## src/rtl/mult_div_unit_pkg.sv

```systemverilog
// Shared opcode, state and helper definitions for the iterative multiply/divide unit.
package mult_div_unit_pkg;

    localparam int MDU_OP_LEN = 2;

    localparam logic [MDU_OP_LEN-1:0] MDU_MULT  = 2'd0;
    localparam logic [MDU_OP_LEN-1:0] MDU_MULTU = 2'd1;
    localparam logic [MDU_OP_LEN-1:0] MDU_DIV   = 2'd2;
    localparam logic [MDU_OP_LEN-1:0] MDU_DIVU  = 2'd3;

    typedef enum logic [1:0] {
        MDU_IDLE = 2'd0,
        MDU_CALC = 2'd1,
        MDU_FIX  = 2'd2
    } mdu_state_e;

    // Opcode bit 1 selects divide, bit 0 selects the unsigned variant.
    function automatic logic op_is_div(input logic [MDU_OP_LEN-1:0] op);
        return op[1];
    endfunction

    function automatic logic op_is_signed(input logic [MDU_OP_LEN-1:0] op);
        return ~op[0];
    endfunction

endpackage

```

## src/rtl/mdu_step.sv

```systemverilog
// Single radix-2 iteration of the multiply/divide accumulator (combinational).
// Divide step present only when MDU_DIV_EN is defined.
module mdu_step #(
    parameter int WORD_LEN = 32
) (
    input  logic                    is_div,
    input  logic [2*WORD_LEN-1:0]   acc_in,
    input  logic [WORD_LEN-1:0]     operand,
    output logic [2*WORD_LEN-1:0]   acc_out
);

    logic [WORD_LEN:0]       add_s;
    logic [2*WORD_LEN-1:0]   mul_s;
`ifdef MDU_DIV_EN
    logic [WORD_LEN:0]       sub_s;
    logic [2*WORD_LEN-1:0]   div_s;
`endif

    // Shift-add: conditionally add the multiplicand to the upper half, then shift right.
    always_comb begin
        add_s = {1'b0, acc_in[2*WORD_LEN-1:WORD_LEN]}
              + (acc_in[0] ? {1'b0, operand} : {(WORD_LEN+1){1'b0}});
        mul_s = {add_s, acc_in[WORD_LEN-1:1]};
    end

`ifdef MDU_DIV_EN
    // Restoring shift-subtract; the top bit of the trial difference is the borrow.
    always_comb begin
        sub_s = acc_in[2*WORD_LEN-1:WORD_LEN-1] - {1'b0, operand};
        if (sub_s[WORD_LEN]) begin
            div_s = {acc_in[2*WORD_LEN-2:0], 1'b0};
        end else begin
            div_s = {sub_s[WORD_LEN-1:0], acc_in[WORD_LEN-2:0], 1'b1};
        end
    end

    // Step select.
    always_comb begin
        if (is_div) begin
            acc_out = div_s;
        end else begin
            acc_out = mul_s;
        end
    end
`else
    // Without a divider the accumulator simply holds during divide ops.
    always_comb begin
        if (is_div) begin
            acc_out = acc_in;
        end else begin
            acc_out = mul_s;
        end
    end
`endif

endmodule

```

## src/rtl/mult_div_unit.sv

```systemverilog
// Iterative multiply/divide unit writing HI/LO after WORD_LEN+1 cycles.
// Define MDU_DIV_EN to include the divide datapath; otherwise DIV/DIVU only time out.
module mult_div_unit
    import mult_div_unit_pkg::*;
#(
    parameter int WORD_LEN = 32
) (
    input  logic                    clk,
    input  logic                    rst,
    input  logic                    start,
    input  logic                    flush,
    input  logic [MDU_OP_LEN-1:0]   op,
    input  logic [WORD_LEN-1:0]     val1,
    input  logic [WORD_LEN-1:0]     val2,
    output logic                    busy,
    output logic                    done,
    output logic [WORD_LEN-1:0]     hi,
    output logic [WORD_LEN-1:0]     lo
);

    localparam int CNT_W = $clog2(WORD_LEN + 1);
    localparam logic [CNT_W-1:0]      CNT_LAST = CNT_W'(WORD_LEN - 1);
    localparam logic [WORD_LEN-1:0]   ONE_W    = {{(WORD_LEN-1){1'b0}}, 1'b1};
    localparam logic [2*WORD_LEN-1:0] ONE_2W   = {{(2*WORD_LEN-1){1'b0}}, 1'b1};

    mdu_state_e               state_r, state_next_s;
    logic [CNT_W-1:0]         cnt_r;
    logic                     op_div_r;
    logic                     neg_res_r;
    logic [WORD_LEN-1:0]      operand_r;
    logic [2*WORD_LEN-1:0]    acc_r, acc_step_s;
    logic                     load_s, step_s, write_s;
    logic                     sign1_s, sign2_s;
    logic [2*WORD_LEN-1:0]    prod_s;
    logic [WORD_LEN-1:0]      fix_hi_s, fix_lo_s;
    logic                     wr_en_s;
`ifdef MDU_DIV_EN
    logic                     neg_rem_r;
`endif

    function automatic logic [WORD_LEN-1:0] magnitude(input logic [WORD_LEN-1:0] v,
                                                      input logic neg);
        if (neg) begin
            return ~v + ONE_W;
        end else begin
            return v;
        end
    endfunction

    mdu_step #(.WORD_LEN(WORD_LEN)) u_step (
        .is_div  (op_div_r),
        .acc_in  (acc_r),
        .operand (operand_r),
        .acc_out (acc_step_s)
    );

    // State register.
    always_ff @(posedge clk or posedge rst) begin
        if (rst) begin
            state_r <= MDU_IDLE;
        end else begin
            state_r <= state_next_s;
        end
    end

    // Next-state logic; flush wins over everything outside IDLE.
    always_comb begin
        state_next_s = state_r;
        case (state_r)
            MDU_IDLE: begin
                if (start && !flush) begin
                    state_next_s = MDU_CALC;
                end else begin
                    state_next_s = MDU_IDLE;
                end
            end
            MDU_CALC: begin
                if (flush) begin
                    state_next_s = MDU_IDLE;
                end else if (cnt_r == CNT_LAST) begin
                    state_next_s = MDU_FIX;
                end else begin
                    state_next_s = MDU_CALC;
                end
            end
            MDU_FIX:  state_next_s = MDU_IDLE;
            default:  state_next_s = MDU_IDLE;
        endcase
    end

    // Per-state datapath controls.
    always_comb begin
        load_s  = 1'b0;
        step_s  = 1'b0;
        write_s = 1'b0;
        case (state_r)
            MDU_IDLE: load_s  = start & ~flush;
            MDU_CALC: step_s  = ~flush;
            MDU_FIX:  write_s = ~flush;
            default: begin
                load_s  = 1'b0;
                step_s  = 1'b0;
                write_s = 1'b0;
            end
        endcase
    end

    assign sign1_s = op_is_signed(op) & val1[WORD_LEN-1];
    assign sign2_s = op_is_signed(op) & val2[WORD_LEN-1];

    // Operand latch and iteration.
    always_ff @(posedge clk or posedge rst) begin
        if (rst) begin
            cnt_r     <= {CNT_W{1'b0}};
            op_div_r  <= 1'b0;
            neg_res_r <= 1'b0;
            operand_r <= {WORD_LEN{1'b0}};
            acc_r     <= {(2*WORD_LEN){1'b0}};
        end else if (load_s) begin
            cnt_r     <= {CNT_W{1'b0}};
            op_div_r  <= op_is_div(op);
            neg_res_r <= sign1_s ^ sign2_s;
            operand_r <= magnitude(val2, sign2_s);
            acc_r     <= {{WORD_LEN{1'b0}}, magnitude(val1, sign1_s)};
        end else if (step_s) begin
            cnt_r     <= cnt_r + CNT_W'(1);
            acc_r     <= acc_step_s;
        end else begin
            cnt_r     <= cnt_r;
            acc_r     <= acc_r;
        end
    end

`ifdef MDU_DIV_EN
    // Remainder follows the dividend sign.
    always_ff @(posedge clk or posedge rst) begin
        if (rst) begin
            neg_rem_r <= 1'b0;
        end else if (load_s) begin
            neg_rem_r <= sign1_s;
        end else begin
            neg_rem_r <= neg_rem_r;
        end
    end
`endif

    // Sign fixup of the finished accumulator.
    always_comb begin
        if (neg_res_r) begin
            prod_s = ~acc_r + ONE_2W;
        end else begin
            prod_s = acc_r;
        end
        fix_hi_s = prod_s[2*WORD_LEN-1:WORD_LEN];
        fix_lo_s = prod_s[WORD_LEN-1:0];
        wr_en_s  = 1'b1;
        if (op_div_r) begin
`ifdef MDU_DIV_EN
            fix_lo_s = neg_res_r ? (~acc_r[WORD_LEN-1:0] + ONE_W) : acc_r[WORD_LEN-1:0];
            fix_hi_s = neg_rem_r ? (~acc_r[2*WORD_LEN-1:WORD_LEN] + ONE_W)
                                 : acc_r[2*WORD_LEN-1:WORD_LEN];
`else
            wr_en_s  = 1'b0;
`endif
        end else begin
            wr_en_s  = 1'b1;
        end
    end

    // Registered outputs; busy mirrors the upcoming state.
    always_ff @(posedge clk or posedge rst) begin
        if (rst) begin
            busy <= 1'b0;
            done <= 1'b0;
            hi   <= {WORD_LEN{1'b0}};
            lo   <= {WORD_LEN{1'b0}};
        end else begin
            busy <= (state_next_s != MDU_IDLE);
            done <= write_s;
            if (write_s && wr_en_s) begin
                hi <= fix_hi_s;
                lo <= fix_lo_s;
            end else begin
                hi <= hi;
                lo <= lo;
            end
        end
    end

endmodule

```

## config.mk

```make
export PLATFORM = sky130hd
export DESIGN_NAME = mult_div_unit
export DESIGN_NICKNAME = d
export VERILOG_FILES = /design/src/rtl/mult_div_unit_pkg.sv /design/src/rtl/mdu_step.sv /design/src/rtl/mult_div_unit.sv
export SDC_FILE = /design/constraint.sdc
export NUM_CORES = 1
export LEC_CHECK = 0
export CAP_MARGIN = 20
export CORE_MARGIN = 4
export CORE_UTILIZATION = 35
export DETAILED_ROUTE_END_ITERATION = 6
export PLACE_DENSITY = 0.63
export SLEW_MARGIN = 20
export SYNTH_ARGS = -nofsm -noshare
export SYNTH_HDL_FRONTEND = slang
export SYNTH_SLANG_ARGS = --single-unit
export TNS_END_PERCENT = 100
```

## constraint.sdc

```tcl
create_clock -name clk -period 7.25 [get_ports clk]
set_input_delay 1.0875 -clock clk [delete_from_list [all_inputs] [get_ports clk]]
set_output_delay 1.0875 -clock clk [all_outputs]
set_load 0.02 [all_outputs]
```

==> metrics, run 1 <==
status=completed; Die X-Extent=186 µm; H-tree depth=4; total CTS buffers=17; largest net degree at the start of global routing=129; final WL=30.4 mm; Setup crit start kind=flip-flop; crit path DAT=4030 ps; Initial Utilization=35.8%; Filler cells=3051; IO buf count=135; number of I/O pins=136; Sequential Area=0.00431 mm²; # DRC=0; worst slew pin tran=949 ps; ys async rst share=100%; Warnings, synthesis=0; Pleak=5.48 nW; crit-path cells=and2_1 > ha_1 > a21oi_1 > o211ai_1 > a211o_1 > a31oi_1 > o22ai_1 > or4_1 > nand3_1; Placeable Area=0.0309 mm²; wire length per cell=16.7 µm; HPWL Detailed=23.1 mm; Mapped Nets=1423; CP required=7620 ps; Routed Antenna Nets=0; Clock Skew=13.0 ps; Root Buffer=clkbuf_16; max_slew headroom=36.8%; CTS Sinks=172; first-pass GRT wire length=49.0 mm; area grow syn2layout=20.7%; top_reg_cell synth=dfrtp_1; number of distinct library cells after synthesis=64; layout cells sized above 1=4.50%; cell area after synthesis=0.0111 mm²; vias in the first global route=9104; area of the multi-input gates=0.00642 mm²; final setup vio count=0; full die area=0.0345 mm²; Post-synth EDFFs=0; post-CTS sizing=0; CP Capture Type=flip-flop; register area share after synthesis=38.9%; fin crit share=50.5%; Final min period=3660 ps; Hold-fix buffers, CTS=0; crit-path max cell delay=870 ps; Max Freq=273 MHz; GRT overflow=0; Slew Viols, Final=0; Cells after Synth=1316; final net count=1516; GRT Total Usage=17.6%; initial antenna violation count=0; Worst-path clk slew=70 ps; Critical Setup Path Class=reg -> reg; Peak VDD IR=0.190 mV; detailed router's first-iteration violation count=723; setup repair bufs after CTS=0; final setup TNS=0 ps; Yosys reg bits=172; Vias/cell=5.29; R2R depth=9; CTS tree=done; Die Y=186 µm; number of cell rows=64; final instance area=0.0133 mm²; GP Congestion=0.911; mean post-synth cell area=8.40 µm²; Diodes inserted=0; crit-path max FO=34; Max-Cap Viols=0; worst-case clock buffer depth=2; Finished Core Util=43.2%; Post-DP Area=0.0127 mm²; Skew-Pair Late Insertion Delay=430 ps; final hold violation count=0; hold path depth=2; drt pass-1 iters=5; RSZ-0062 raised after global routing=false; Hold WS=474 ps; detailed-route via count=9621; Pwr per Cell Area=275 mW/mm²; worst min path class=reg -> reg; CP max-delay cell=dfrtp_1
-- registers in the layout (all words and copies together), names as in the netlist --
register   cells
done           1
busy           1
cnt_r          6
hi            32
state_r        2
neg_res_r      1
lo            32
operand_r     32
acc_r         64
op_div_r       1
-- synth_stat cells, types with 14 or more instances --
library cell / number / area, µm²
nand2_1: 218 / 818
o21ai_0: 197 / 986
dfrtp_1: 172 / 4300
xor2_1: 96 / 841
a21oi_1: 81 / 405
nor2_1: 71 / 267
clkbuf_1: 65 / 244
xnor2_1: 44 / 385
and2_1: 38 / 238
ha_1: 36 / 450
o31ai_1: 31 / 233
inv_1: 26 / 97.6
or3_1: 25 / 156
nor3_1: 21 / 105
nand3_1: 20 / 100
o41ai_1: 14 / 123
or4_1: 14 / 105
-- cell usage in the layout, fill, tap and decap left out, types with 6 or more instances in the layout --
| cell | netlist | layout |
|---|---|---|
| nand3_1 | 20 | 20 |
| nand2b_1 | 9 | 8 |
| o21ai_0 | 197 | 196 |
| and2_1 | 38 | 38 |
| xor2_1 | 96 | 96 |
| o41ai_1 | 14 | 14 |
| clkdlybuf4s50_1 | 0 | 135 |
| o31ai_1 | 31 | 31 |
| nand2_1 | 218 | 217 |
| ha_1 | 36 | 36 |
| nor2b_1 | 9 | 8 |
| or3_1 | 25 | 25 |
| nor3_1 | 21 | 21 |
| or4_1 | 14 | 14 |
| o21bai_1 | 6 | 6 |
| nor2_1 | 71 | 71 |
| inv_1 | 26 | 25 |
| mux2i_1 | 6 | 6 |
| a21oi_1 | 81 | 81 |
| xnor2_1 | 44 | 44 |
| a21o_1 | 9 | 9 |
| clkbuf_16 | 0 | 17 |
| nor4_1 | 8 | 8 |
| a22oi_1 | 12 | 12 |
| buf_4 | 0 | 6 |
| nand4_1 | 10 | 10 |
| dfrtp_1 | 172 | 171 |
-- stage by stage --
stage          cells  setup slack, ps  total power [W]
2_1_floorplan   1316             1500          0.00232
3_3_place_gp    1785             3460          0.00272
3_5_place_dp    1785             3440          0.00274
4_1_cts         1817             3580          0.00367
5_1_grt         1818             3210          0.00391
6_report        1818             3590          0.00367
-- cells by family after synthesis --
group	count (synthesis)	share of synthesized area, %
mux	6	0.543
fa+ha+maj	37	4.26
simple gates	466	20.5
buf+inv	95	3.23
xor+xnor	140	11.1
compound gates	400	21.5
flops	172	38.9
-- layer usage --
metal | vias to the layer above | track usage (%) | part of all wire (%) | routed length (µm)
met2 | 252 | 25.8 | 42 | 12900
met1 | 4501 | 27.3 | 51 | 15600
met3 | 27 | 2.23 | 5.1 | 1560
met4 | 0 | 4.55 | 1.2 | 360
met5 | - | 0 | 0 | 0
li1 | 4841 | - | - | -
-- final timing paths --
kind | startpoint | to | slack [ps]
setup / recovery | acc_r[0]$_DFFE_PP0P_ | acc_r[61]$_DFFE_PP0P_ | 3590
max in group asynchronous | rst | neg_res_r$_DFFE_PP0P_ | 4740
hold reg to reg | operand_r[29]$_DFFE_PP0P_ | operand_r[29]$_DFFE_PP0P_ | 470
setup reg to reg | acc_r[0]$_DFFE_PP0P_ | acc_r[61]$_DFFE_PP0P_ | 3590
hold / removal | operand_r[29]$_DFFE_PP0P_ | operand_r[29]$_DFFE_PP0P_ | 470
min in group asynchronous | rst | lo[2]$_DFFE_PP0P_ | 1230
-- worst max-delay path, delay by kind of cell, from the launching register on --
kind	cells	cell delay [ps]
AO/OA/AOI/OAI	5	1520
adder cells (fa/ha/maj)	1	300
flip-flops	1	870
AND/OR/NAND/NOR	3	900
-- where the power goes --
part           switching (W)  internal, W
sequential          0.000311      0.00113
combinational       0.000759     0.000546
clock               0.000456     0.000468
total                0.00153      0.00214
-- cell type report --
type                       instances  share of cell area, %
multi-input combinational       1049                   48.1
sequential                       172                   32.3
timing repair buffer             143                   10.7
tap                              396                   3.71
clock buffer                      17                   3.19
clock inverter                    15                   1.29
inverter                          26                  0.769
No activity file was read; power rests on OpenSTA's default activity.
==> inputs of run 2 (changes only) <==
PLACE_DENSITY = 0.65   (was 0.63)
clock period = 3.2 ns   (was 7.25 ns; I/O delays follow)
==> metrics, run 2 (same netlist as run 1, synthesis figures left out) <==
Max-Cap Viols=0; DP Worst Slack=38.0 ps; commonest non-fill, non-tap cell in the layout=nand2_1; CP max-delay cell=or4_4; CTS Sinks=172; worst min path class=reg -> reg; number of cell rows=64; Inst Count DP=1839; switching fraction of total power=41.2%; Worst-path clk slew=70 ps; clock power share=24.4%; CTS tree=done; HPWL Detailed=23.9 mm; Sequential Area=0.00431 mm²; crit path DAT=3370 ps; final net count=1572; Final min period=3070 ps; layout cells sized above 1=8.59%; Vias/cell=5.28; worst slew pin tran=775 ps; Skew-Pair Late Insertion Delay=440 ps; final setup vio count=0; area of the multi-input gates=0.00645 mm²; number of I/O pins=136; detailed-route via count=9910; Die Y=186 µm; most frequent cells in the layout=217 x nand2_1, 196 x o21ai_0, 170 x dfrtp_1; crit-path max FO=5; max_slew headroom=48.4%; Logic pwr share=39.1%; Pleak=5.77 nW; first-pass GRT wire length=49.7 mm; final WL=31.2 mm; Seq pwr share=36.5%; vias in the first global route=9408; Filler cells=3012; IO buf count=135; Root Buffer=clkbuf_16; largest register by flop count=acc_r; GRT overflow=0; GRT Total Usage=17.8%; Slew Viols, Final=0; max reg flops=64; largest net degree at the start of global routing=111; Initial Utilization=35.8%; wire length per cell=16.6 µm; drt pass-1 iters=5; fin crit share=96.0%; area grow syn2layout=25.0%; Int Power=0.00507 W; setup ws final=128 ps; RSZ-0062 raised after global routing=true; Peak VDD IR=0.409 mV; total CTS buffers=17; worst-case clock buffer depth=2; CP required=3500 ps; Die X-Extent=186 µm; Clock Skew=13.4 ps; Critical Setup Path Class=reg -> reg; switching pwr=0.00355 W; Placeable Area=0.0309 mm²; crit-path most repeated cell=or4_4; crit-path max cell delay=560 ps; H-tree depth=4; GP Congestion=0.904; Routed Antenna Nets=0; full die area=0.0345 mm²; Pwr per Cell Area=623 mW/mm²; # DRC=0; initial antenna violation count=2; CP Capture Type=flip-flop; Final Non-Filler Cells=1876; detailed router's first-iteration violation count=791; crit-path cells=or3_4 > nor4_4 > nand4b_2 > or4_4 > or4_4 > o31ai_2 > xor2_1 > o21ai_1; Setup crit start kind=flip-flop; status=completed; final hold violation count=0; Max Freq=326 MHz
-- run 2: changes by cell type in the layout (fill, tap and decap cells not counted), sizes merged --
cell and delta:
clkinv -1, clkinvlp +1, diode +2, buf +56
-- run 2: stage by stage --
stage               utilization [%]  total power [W]  hold WS [ps]  TNS [ps]  area [µm²]
floorplan                         -          0.00526           442         0       11100
global placement               42.6          0.00637           454         0       13200
detailed placement             42.6          0.00645           462         0       13200
CTS                            44.5          0.00857           478         0       13800
global route                   44.7          0.00919           497     -51.7       13800
finish                         44.7          0.00861           475         0       13800
-- run 2: worst max-delay path: cells and delay by family (launching register included) --
family / cells / cell delay (ps)
AND/OR/NAND/NOR: 5 / 1980
flip-flops: 1 / 450
AO/OA/AOI/OAI: 2 / 340
XOR/XNOR: 1 / 170
-- run 2: power groups by stage --
stage | combinational [W] | clock, W | sequential (W)
finish | 0.00337 | 0.00210 | 0.00314
global route | 0.00375 | 0.00223 | 0.00320
CTS | 0.00331 | 0.00214 | 0.00312
detailed placement | 0.00328 | 0 | 0.00316
global placement | 0.00323 | 0 | 0.00314
floorplan | 0.00228 | 0 | 0.00298
-- run 2: final cells by class --
cell class / instances / area share [%]
antenna: 2 / 0.0362
clock buffer: 17 / 3.08
clock inverter: 15 / 1.23
inverter: 26 / 0.733
multi-input combinational: 1049 / 46.7
sequential: 172 / 31.2
tap: 396 / 3.58
timing repair buffer: 199 / 13.5
-- run 2: timing repair --
item | in CTS | in global routing
setup buffers | 0 | 3
setup endpoints to repair | 0 | 6
endpoints found under the hold margin | 0 | 0
hold buffers | 0 | 0
resized for setup | 0 | 8
-- run 2: worst paths after layout --
| path | to | start | slack (ps) | cells past startpoint |
|---|---|---|---|---|
| max reg2reg | hi[30]$_DFFE_PP0P_ | acc_r[18]$_DFFE_PP0P_ | 130 | 8 |
| min | operand_r[4]$_DFFE_PP0P_ | operand_r[4]$_DFFE_PP0P_ | 480 | 2 |
| max | hi[30]$_DFFE_PP0P_ | acc_r[18]$_DFFE_PP0P_ | 130 | 8 |
| min in group asynchronous | hi[28]$_DFFE_PP0P_ | rst | 570 | 3 |
| min reg2reg | operand_r[4]$_DFFE_PP0P_ | operand_r[4]$_DFFE_PP0P_ | 480 | 2 |
| max in group asynchronous | lo[6]$_DFFE_PP0P_ | rst | 2000 | 3 |
-- run 2: metal layers --
layer / up-vias / share of wire, % / global-route usage (%)
met5: - / 0 / 0
met4: 0 / 1.5 / 4.63
met3: 31 / 5.1 / 2.46
met2: 268 / 43 / 26.7
met1: 4647 / 51 / 26.9
li1: 4964 / - / -
==> inputs of run 3 (changes only) <==
PLACE_DENSITY = 0.63   (was 0.65)
clock period = 3.5 ns   (was 3.2 ns; I/O delays follow)
==> metrics, run 3 (same netlist as run 1, synthesis figures left out) <==
number of cell rows=64; HPWL Detailed=23.6 mm; fin crit share=91.8%; GP Congestion=0.920; crit path DAT=3520 ps; Setup crit start kind=flip-flop; Hold-fix buffers, CTS=0; Inst Count DP=1806; GRT overflow=0; top sig layer=met4; Max Freq=311 MHz; Hold WS=428 ps; max_slew headroom=61.8%; drt pass-1 iters=5; CTS tree=done; # DRC=0; final setup TNS=0 ps; final net count=1536; CP max-delay cell=or4_1; largest register by flop count=acc_r; worst slew pin tran=573 ps; full die area=0.0345 mm²; detailed router's first-iteration violation count=669; Clock Skew=12.4 ps; area grow syn2layout=22.7%; IO buf count=135; commonest non-fill, non-tap cell in the layout=nand2_1; CP Capture Type=flip-flop; final setup vio count=0; Slew Viols, Final=0; initial antenna violation count=0; Routed Antenna Nets=0; most frequent cells in the layout=217 x nand2_1, 196 x o21ai_0, 171 x dfrtp_1; Peak VDD IR=0.408 mV; largest net degree at the start of global routing=85; Die X-Extent=186 µm; worst-case clock buffer depth=2; crit-path cells=inv_1 > ha_1 > nand4_2 > nand4b_2 > or4_1 > or4_4 > o31ai_1 > xor2_1 > o21ai_1; total CTS buffers=17; vias in the first global route=9125; met3 wire len=1.18 mm; Finished Core Util=43.9%; H-tree depth=4; crit-path max cell delay=560 ps; Root Buffer=clkbuf_16; Final Non-Filler Cells=1838; crit-path max FO=10; DR WL met2=12.8 mm; Final min period=3210 ps; status=completed; total power=0.00771 W; Top delay family on crit path=simple AND/OR/NAND/NOR gates; setup repair bufs after CTS=0; post-CTS sizing=0; Critical Setup Path Class=reg -> reg; wire length per cell=16.8 µm; Pwr per Cell Area=568 mW/mm²; Placeable Area=0.0309 mm²; Pleak=5.60 nW; RSZ-0062 raised after global routing=false; Filler cells=3052; GRT Total Usage=17.8%; Skew-Pair Late Insertion Delay=440 ps; CTS Sinks=172; Worst-path clk slew=70 ps; final WL=30.8 mm; max reg flops=64; met1 WL=16.3 mm; number of I/O pins=136; worst min path class=in -> async; layout cells sized above 1=5.76%; detailed-route via count=9671; Die Y=186 µm; CP required=3810 ps; final hold violation count=0; Initial Utilization=35.8%; Vias/cell=5.26; Diodes inserted=0; first-pass GRT wire length=49.8 mm; crit path buf inv count=1; Max-Cap Viols=0
[run 3: cell count changes in the layout (fill, tap and decap cells not counted), sizes merged]
cell,delta
inv,-3
buf,-36
clkinv,+4
clkinvlp,-1
diode,-2
[run 3: through the flow]
step	setup WS [ps]	cell area [µm²]
3_3_place_gp	307	12900
6_report	288	13600
5_1_grt	50.6	13600
3_5_place_dp	288	12900
2_1_floorplan	607	11100
4_1_cts	291	13600
[run 3: path summary, 6_finish.rpt]
check | slack (ps) | end | depth (start not counted) | from
max | 290 | hi[30]$_DFFE_PP0P_ | 9 | acc_r[0]$_DFFE_PP0P_
min | 430 | hi[26]$_DFFE_PP0P_ | 2 | rst
max reg2reg | 290 | hi[30]$_DFFE_PP0P_ | 9 | acc_r[0]$_DFFE_PP0P_
min reg2reg | 470 | operand_r[25]$_DFFE_PP0P_ | 2 | operand_r[25]$_DFFE_PP0P_
max in group asynchronous | 2300 | neg_res_r$_DFFE_PP0P_ | 3 | rst
min in group clk | 470 | operand_r[25]$_DFFE_PP0P_ | 2 | operand_r[25]$_DFFE_PP0P_
[run 3: layer usage]
layer  GRT usage (%)  vias up
li1                -     4897
met5               0        -
met3            2.54       32
met2            25.6      221
met4            4.55        0
met1            28.0     4521
[run 3: final cells by class]
| type | instances | area, µm² | share of cell area (%) |
|---|---|---|---|
| Tap cell | 396 | 495 | 3.65 |
| Timing Repair Buffer | 163 | 1620 | 12.0 |
| Inverter | 26 | 101 | 0.747 |
| Multi-Input combinational cell | 1049 | 6410 | 47.3 |
| Clock inverter | 15 | 194 | 1.43 |
| Clock buffer | 17 | 425 | 3.14 |
| Sequential cell | 172 | 4310 | 31.7 |
[run 3: report_power, final]
part | internal (W) | leakage [nW] | switching, W | total, W
Clock | 0.000979 | 0.298 | 0.000982 | 0.00196
Combinational | 0.00118 | 3.01 | 0.00162 | 0.00280
Sequential | 0.00233 | 2.29 | 0.000621 | 0.00295
Total | 0.00449 | 5.60 | 0.00322 | 0.00771
